[src/rtl/RS5_pkg.sv]
// RS5_pkg: shared operation and store-FSM enums for the store unit.
package RS5_pkg;

    typedef enum logic [3:0] {NOP, LB, LBU, LH, LHU, LW, SB, SH, SW} iType_e;

    typedef enum logic [1:0] {IDLE, BEAT_LO, BEAT_HI, FINISH} store_state_e;

    function automatic logic is_store(iType_e op);
        return op inside {SB, SH, SW};
    endfunction

endpackage

[src/rtl/store_align.sv]
// store_align: byte-lane strobe and data alignment for SB/SH/SW across a two-word window.
// data_hi exists only when MISALIGNED_SPLIT_EN is defined.
module store_align
    import RS5_pkg::*;
(
    input  iType_e      op,
    input  logic [1:0]  offset,
    input  logic [31:0] data,
    output logic [3:0]  strobe_lo,
    output logic [3:0]  strobe_hi,
`ifdef MISALIGNED_SPLIT_EN
    output logic [31:0] data_hi,
`endif
    output logic [31:0] data_lo
);

    logic [3:0] base;

    assign base = op == SB ? 4'b0001 : op == SH ? 4'b0011 : op == SW ? 4'b1111 : 4'b0000;
    assign {strobe_hi, strobe_lo} = {4'b0000, base} << offset;

`ifdef MISALIGNED_SPLIT_EN
    assign {data_hi, data_lo} = {32'b0, data} << {offset, 3'b000};
`else
    assign data_lo = data << {offset, 3'b000};
`endif

endmodule

[src/rtl/store_unit.sv]
// store_unit: store FSM issuing one or two byte-strobed write beats per SB/SH/SW.
// MISALIGNED_SPLIT_EN enables two-beat misaligned stores; otherwise they are rejected.
module store_unit
    import RS5_pkg::*;
(
    input  logic        clk,
    input  logic        reset_n,
    input  logic        valid_i,
    input  iType_e      instruction_operation_i,
    input  logic [31:0] address_i,
    input  logic [31:0] data_i,
    output logic        ready_o,
    output logic        busy_o,
    output logic        mem_req_o,
    input  logic        mem_gnt_i,
    output logic [31:0] mem_address_o,
    output logic [3:0]  mem_write_enable_o,
    output logic [31:0] mem_data_o,
    output logic        done_o,
    output logic        misaligned_o
);

    store_state_e state, next_state;
    iType_e       op_q;
    logic [31:0]  addr_q, data_q, base, data_lo;
    logic [3:0]   strobe_lo, strobe_hi;
    logic         accept, misaligned;
`ifdef MISALIGNED_SPLIT_EN
    logic [31:0]  data_hi;
`endif

    store_align u_align (
        .op        (op_q),
        .offset    (addr_q[1:0]),
        .data      (data_q),
        .strobe_lo (strobe_lo),
        .strobe_hi (strobe_hi),
`ifdef MISALIGNED_SPLIT_EN
        .data_hi   (data_hi),
`endif
        .data_lo   (data_lo)
    );

    assign accept     = state == IDLE && valid_i && is_store(instruction_operation_i);
    assign misaligned = |strobe_hi;
    assign base       = {addr_q[31:2], 2'b00};
    assign busy_o     = ~ready_o;

    always_ff @(posedge clk or negedge reset_n) begin
        if (!reset_n) begin
            state  <= IDLE;
            op_q   <= NOP;
            addr_q <= '0;
            data_q <= '0;
        end else begin
            state <= next_state;
            if (accept) begin
                op_q   <= instruction_operation_i;
                addr_q <= address_i;
                data_q <= data_i;
            end
        end
    end

    // Beat fields are driven only while requesting, so idle outputs read as zero.
    always_comb begin
        next_state         = state;
        ready_o            = state == IDLE;
        mem_req_o          = 1'b0;
        mem_address_o      = '0;
        mem_write_enable_o = '0;
        mem_data_o         = '0;
        done_o             = 1'b0;
        misaligned_o       = 1'b0;
        case (state)
            IDLE: next_state = accept ? BEAT_LO : IDLE;
`ifdef MISALIGNED_SPLIT_EN
            BEAT_LO: begin
                mem_req_o          = 1'b1;
                mem_address_o      = base;
                mem_write_enable_o = strobe_lo;
                mem_data_o         = data_lo;
                if (mem_gnt_i) next_state = misaligned ? BEAT_HI : FINISH;
            end
            BEAT_HI: begin
                mem_req_o          = 1'b1;
                mem_address_o      = base + 32'd4;
                mem_write_enable_o = strobe_hi;
                mem_data_o         = data_hi;
                if (mem_gnt_i) next_state = FINISH;
            end
`else
            BEAT_LO: begin
                if (misaligned) begin
                    misaligned_o = 1'b1;
                    next_state   = IDLE;
                end else begin
                    mem_req_o          = 1'b1;
                    mem_address_o      = base;
                    mem_write_enable_o = strobe_lo;
                    mem_data_o         = data_lo;
                    if (mem_gnt_i) next_state = FINISH;
                end
            end
`endif
            FINISH: begin
                done_o     = 1'b1;
                next_state = IDLE;
            end
            default: next_state = IDLE;
        endcase
    end

endmodule

[config.mk]
export PLATFORM = sky130hd
export DESIGN_NAME = store_unit
export DESIGN_NICKNAME = d
export VERILOG_FILES = /design/src/rtl/RS5_pkg.sv /design/src/rtl/store_align.sv /design/src/rtl/store_unit.sv
export SDC_FILE = /design/constraint.sdc
export NUM_CORES = 1
export LEC_CHECK = 0
export BUFFER_PORTS_ARGS = -buffer_cell sky130_fd_sc_hd__buf_4
export CAP_MARGIN = 30
export CORE_MARGIN = 4
export CORE_UTILIZATION = 55
export CTS_BUF_LIST = sky130_fd_sc_hd__clkbuf_4 sky130_fd_sc_hd__clkbuf_8
export CTS_CLUSTER_DIAMETER = 80
export DETAILED_ROUTE_END_ITERATION = 6
export PLACE_DENSITY = 0.88
export SLEW_MARGIN = 20
export SYNTH_ARGS = -nofsm -noshare
export SYNTH_HDL_FRONTEND = slang
export SYNTH_HIERARCHICAL = 1
export SYNTH_SLANG_ARGS = --single-unit
[constraint.sdc]
create_clock -name clk -period 7.2 [get_ports clk]
set_input_delay 2.16 -clock clk [delete_from_list [all_inputs] [get_ports clk]]
set_output_delay 2.16 -clock clk [all_outputs]
set_load 0.03 [all_outputs]
; ---- Yosys cells after proc, flatten, opt, wreduce, memory -nomap -nowiden
; Cells that the tools add are included.
[op_classes]
eq_ne = 9
mux = 18
shifts = 2
n_reduce_logical = 5
n_bitwise = 1
[op_table]
columns = op, n
row1 = 32-bit two-way mux, 4
row2 = 32-bit by 5-bit << shifter with 32-bit output, 1
row3 = 4-bit two-way mux, 5
row4 = "4-bit by 3-bit == test with 1-bit output, second input constant", 4
row5 = "4-bit == test, second input constant", 2
row6 = 4-bit by 2-bit << shifter with 8-bit output, 1
row7 = 1-bit two-way mux, 6
row8 = 2-bit two-way mux, 2
row9 = 2-bit case mux with 2 select lines, 1
row10 = 4-bit OR reduction, 1
row11 = "3-bit != test, second input constant", 1
row12 = 3-bit nonzero test, 1
row13 = "2-bit by 1-bit == test with 1-bit output, second input constant", 1
row14 = "2-bit == test, second input constant", 1
row15 = 1-bit logical AND, 2
row16 = 2-bit zero test, 1
row17 = 1-bit inverter, 1
[totals]
regBits = 70
out_inout_bits = 73
inputBits = 72
elab_cells = 39

; ---- Depth between registers and ports, before layout
[logic_depth]
word_depth = 8
mapped_depth = 10

; ---- Cells and area by module
; Netlist, hierarchy kept.
[by_module_without_submodules]
columns = module, n_inst, seq_area_each_um2, cells_each, area_each_um2
row1 = store_unit, 1, 1751.7, 234, 3149.3
row2 = store_align, 1, 0.0, 100, 631.9

; ---- Worst setup path after synthesis
; No wires, ideal clock.
[synth_path]
path_type = reg2out
startpoint = reg addr_q[0]
endpoint = out mem_address_o[2]
slack_ns = 2.925
arrival_ns = 2.115
required_time_ns = 5.040
path_stages_with_launch = 10
cell_sequence = dfrtp_1 > buf_4 > buf_2 > and3_1 > nor4_1 > and3b_1 > buf_2 > buf_2 > clkbuf_2 > and2_1
[synth_between]
elab_chain_len = 4
[synth_lines]
columns = element, line_no
row1 = start: declaration, store_unit.sv:25  ; logic [31:0] addr_q, data_q, base, data_lo;
row2 = start signal: assignment, store_unit.sv:59  ; addr_q <= address_i;
row3 = 4-bit by 2-bit << shifter with 8-bit output, store_align.sv:20  ; assign {strobe_hi, strobe_lo} = {4'b0000, base} << offset;
row4 = named net strobe_hi[2], store_unit.sv:26  ; logic [3:0] strobe_lo, strobe_hi;
row5 = 4-bit OR reduction, store_unit.sv:45  ; assign misaligned = |strobe_hi;
row6 = 32-bit two-way mux, store_unit.sv:94  ; if (misaligned) begin
row7 = 32-bit two-way mux, store_unit.sv:75  ; case (state)
row8 = end: declaration, store_unit.sv:16  ; output logic [31:0] mem_address_o,
; The timed path passes the listed nets, and every way through them passes these cells.

; ---- Final worst setup path
[layout_path]
startpoint = reg addr_q[0]
endpoint = out mem_data_o[29]
[layout_between]
elab_chain_len = 4
[layout_lines]
columns = element, line_no
row1 = 4-bit by 2-bit << shifter with 8-bit output, store_align.sv:20
row2 = named net strobe_hi[2], store_unit.sv:26
row3 = 4-bit OR reduction, store_unit.sv:45
row4 = 32-bit two-way mux, store_unit.sv:94
row5 = 32-bit two-way mux, store_unit.sv:75
row6 = end: declaration, store_unit.sv:18  ; output logic [31:0] mem_data_o,
; The timed path passes the listed nets, and every way through them passes these cells.

==> summary.md <==
| Metric | Value |
|---|---|
| Outcome | `finished clean` |
| Max Freq | `around 0.21 GHz` |
| FFs w/ async S/R, synth | `between 90% and 100%` |
| Setup CP Type | `reg2out` |
| Initial antenna violation count | `0` |
| Placed Cells | `roughly 530` |
| CORE AREA | `0.00649 mm2` |
| Input/output buffers | `around 140` |
| TNS Setup | `0 ps` |
| Die area | `approximately 0.0083 mm2` |
| Die X | `around 91 um` |
| CP Launch Type | `flip-flop` |
| Remaining global-route overflow | `0` |
| GRT Util Overall | `21.1%` |
| Clock latency on the worst-skew pair | `330 ps` |
| Vias in the first global route | `3060` |
| Vias | `about 2900` |
| Post-CTS Hold Fix Bufs | `0` |
| Pins over their slew limit | `0` |
| Yosys reg bits | `70` |
| Worst Path Max Fanout | `between 50 and 60` |
| Die height | `between 90 and 100 um` |
| Worst min path class | `reg2reg` |
| Rel. slew slack | `a little over two fifths` |
| Top Usage Layer GRT | `met2` |
| TritonCTS clock tree | `done` |
| GR Util met1 | `between 20% and 30%` |
| Worst Slack Setup Final | `2340 ps` |
| Static leakage | `roughly 2.5 nW` |
| Starting Density | `58.2%` |
| Area Overhead vs Synth | `34.5%` |
| Crit. End Element | `primary output` |
| Post-route minimum period | `slightly below 5000 ps` |
| Clock slew at reported path FFs | `70 ps` |
| Tot Pwr | `1.31 mW` |
| Design area | `roughly 0.005 mm2` |
| WL final | `around 9 mm` |
| Logic pwr share | `between 30% and 40%` |
| Max Clock Skew | `~11 ps` |
| Layout cell share with drive strength beyond 1 | `49.9%` |
| Num ports | `between 100 and 150` |
| Final worst-path cycle share | `around two thirds` |
| Drt drc | `0` |
| Detailed Routing Iterations Pass 1 | `4` |
| Library cells used by synthesis | `32` |
| Synthesized cell area | `about 0.0038 mm2` |
| Placed instance area | `between 0.004 and 0.005 mm2` |
| Count of cells resized by post-cts repair | `0` |
| Flop pwr share | `between 40 and 50%` |
| Syn Inst Count | `~330` |
| Sw Ratio | `around a third` |
| CTS max path bufs | `2` |
| Final hold viol count | `0` |
| Slew @ Worst Pin | `between 800 and 900 ps` |
| Met3 Use GR | `under 10%` |
| Power density cells | `roughly 260 mW/mm2` |
| P_int | `around 0.9 mW` |
| H-tree Lvls | `3` |
| Drt wl/cell | `between 15 and 20 um` |
| Critical path required time | `between 5000 and 6000 ps` |
| Switching Power | `around 0.42 mW` |
| Setup Viol. Count Final | `0` |
| Tightest hold margin | `501 ps` |
| Seq/Total Area, Yosys | `46.3%` |
| # diodes | `0` |
| First-pass GRT wire length | `roughly 14 mm` |
| Antenna Nets Post-Route | `0` |
| Max cap viols | `0` |
| Clk pwr share | `23.1%` |
| Inserted Clock Buffers | `9` |
| Unrepaired setup endpoints after global routing | `no` |
| Syn. warnings | `6` |
| Dpl ws | `2340 ps` |
| Clk sinks | `70` |
| Average vias per placed instance | `5.34` |
| Top FF cell, synth | `dfrtp_1` |
| Peak supply drop | `~220 uV` |
| Fin cells | `between 500 and 600` |
| GR Layer Usage met2 | `~36%` |
| Row cnt | `29` |
| Post-CTS setup buffers | `0` |
| Pin count of the biggest net entering global routing | `between 70 and 80` |
| Post-DP HPWL | `6.44 mm` |
| FILL cells | `425` |
| Nets | `~540` |
| Starting DRT DRC Count | `91` |
| Critical Path AT | `about 2700 ps` |
| CTS root buf | `clkbuf_8` |
| Mean Syn Cell Area | `about 11 um2` |
| Core Util, Final | `around four fifths` |
| Final estimated routing congestion in global placement | `roughly 0.89` |
| Post-synth EDFFs | `0` |
==> power by group through the flow <==
| stage | registers, mW | clock network, mW | logic [mW] |
|---|---|---|---|
| floorplan | 0.561 | 0 | 0.324 |
| global placement | 0.602 | 0 | 0.387 |
| detailed placement | 0.608 | 0 | 0.405 |
| CTS | 0.602 | 0.310 | 0.406 |
| global route | 0.619 | 0.325 | 0.450 |
| finish | 0.602 | 0.303 | 0.407 |
==> synth_stat cells, types with 2 or more instances <==
library cell / number / area (um2)
and2_1: 76 / 475
dfrtp_1: 70 / 1750
mux2_2: 59 / 664
mux2i_1: 17 / 170
nor2_1: 12 / 45.0
buf_2: 11 / 55.1
o21ai_0: 11 / 55.1
a21oi_1: 10 / 50.1
nor2b_1: 9 / 56.3
a211oi_1: 8 / 60.1
mux2_4: 8 / 120
nand2_1: 8 / 30.0
clkbuf_1: 6 / 22.5
buf_4: 4 / 30.0
and3b_1: 3 / 26.3
buf_6: 3 / 33.8
inv_1: 3 / 11.3
conb_1: 2 / 7.51
==> critical path: stages (launching register included) <==
cell,delay (ps)
dfrtp_2,730
and3_1,330
nor4_1,330
and3b_2,380
buf_12,250
and2_1,180
buf_4,160
==> layer usage <==
layer  vias up  routed length (um)
met2       119                4380
met1      1394                3460
met3        12                 883
met5         -                   0
met4         0                 118
li1       1401                   -
==> cells by family after synthesis <==
family          after synthesis  synth area share [%]
compound gates               32                  5.26
buf+inv                      29                  4.27
flops                        70                  46.3
mux                          84                  25.2
other cells                   2                 0.199
simple gates                117                  18.7
==> cell usage in the layout (no fill, tap or decap) <==
cell         n
clkinv_4     1
clkinv_2     2
inv_1        3
o21ai_0     11
nor2b_1      9
a221oi_2     1
nor3b_1      1
conb_1       3
clkbuf_4     2
buf_12       1
o22ai_1      1
nand2b_1     1
nor4b_1      1
bufinv_16    1
buf_16       2
dfrtp_1     69
buf_4      144
mux2_2      59
a21oi_1     10
nor4b_2      1
and3b_1      2
nor3_1       1
mux2_4       8
nand2_1      8
nor2_1      12
and3_1       1
dfrtp_2      1
o211ai_4     1
and3b_2      1
and2_1      76
a211oi_1     8
mux2i_1     17
or4b_4       1
clkbuf_8     9
nand3_1      1
nor4_1       1
==> flip-flops by register name, indices dropped and copies added, names as in the netlist <==
register  count
addr_q       32
data_q       32
op_q          4
state         2
==> final cells by class <==
type | instances | area [um2] | area share, %
multi-input cells | 236 | 1880 | 37.0
clock inverters | 4 | 48.8 | 0.959
inverters | 3 | 11.3 | 0.221
flip-flops and latches | 70 | 1750 | 34.5
clock buffers | 11 | 139 | 2.73
well taps | 77 | 96.3 | 1.89
repair buffers | 147 | 1160 | 22.7
==> worst paths after layout <==
check | startpoint | end | slack [ps] | cells after the start
worst min-delay path | addr_q[14] | addr_q[14] | 500 | 1
min in group asynchronous | reset_n | data_q[7] | 1720 | 1
worst max-delay path | addr_q[0] | mem_data_o[29] | 2340 | 6
worst min register to register | addr_q[14] | addr_q[14] | 500 | 1
max in group asynchronous | reset_n | data_q[8] | 4950 | 2
worst max register to register | addr_q[0] | state[0] | 4980 | 5
(Power assumes the default switching activity.)
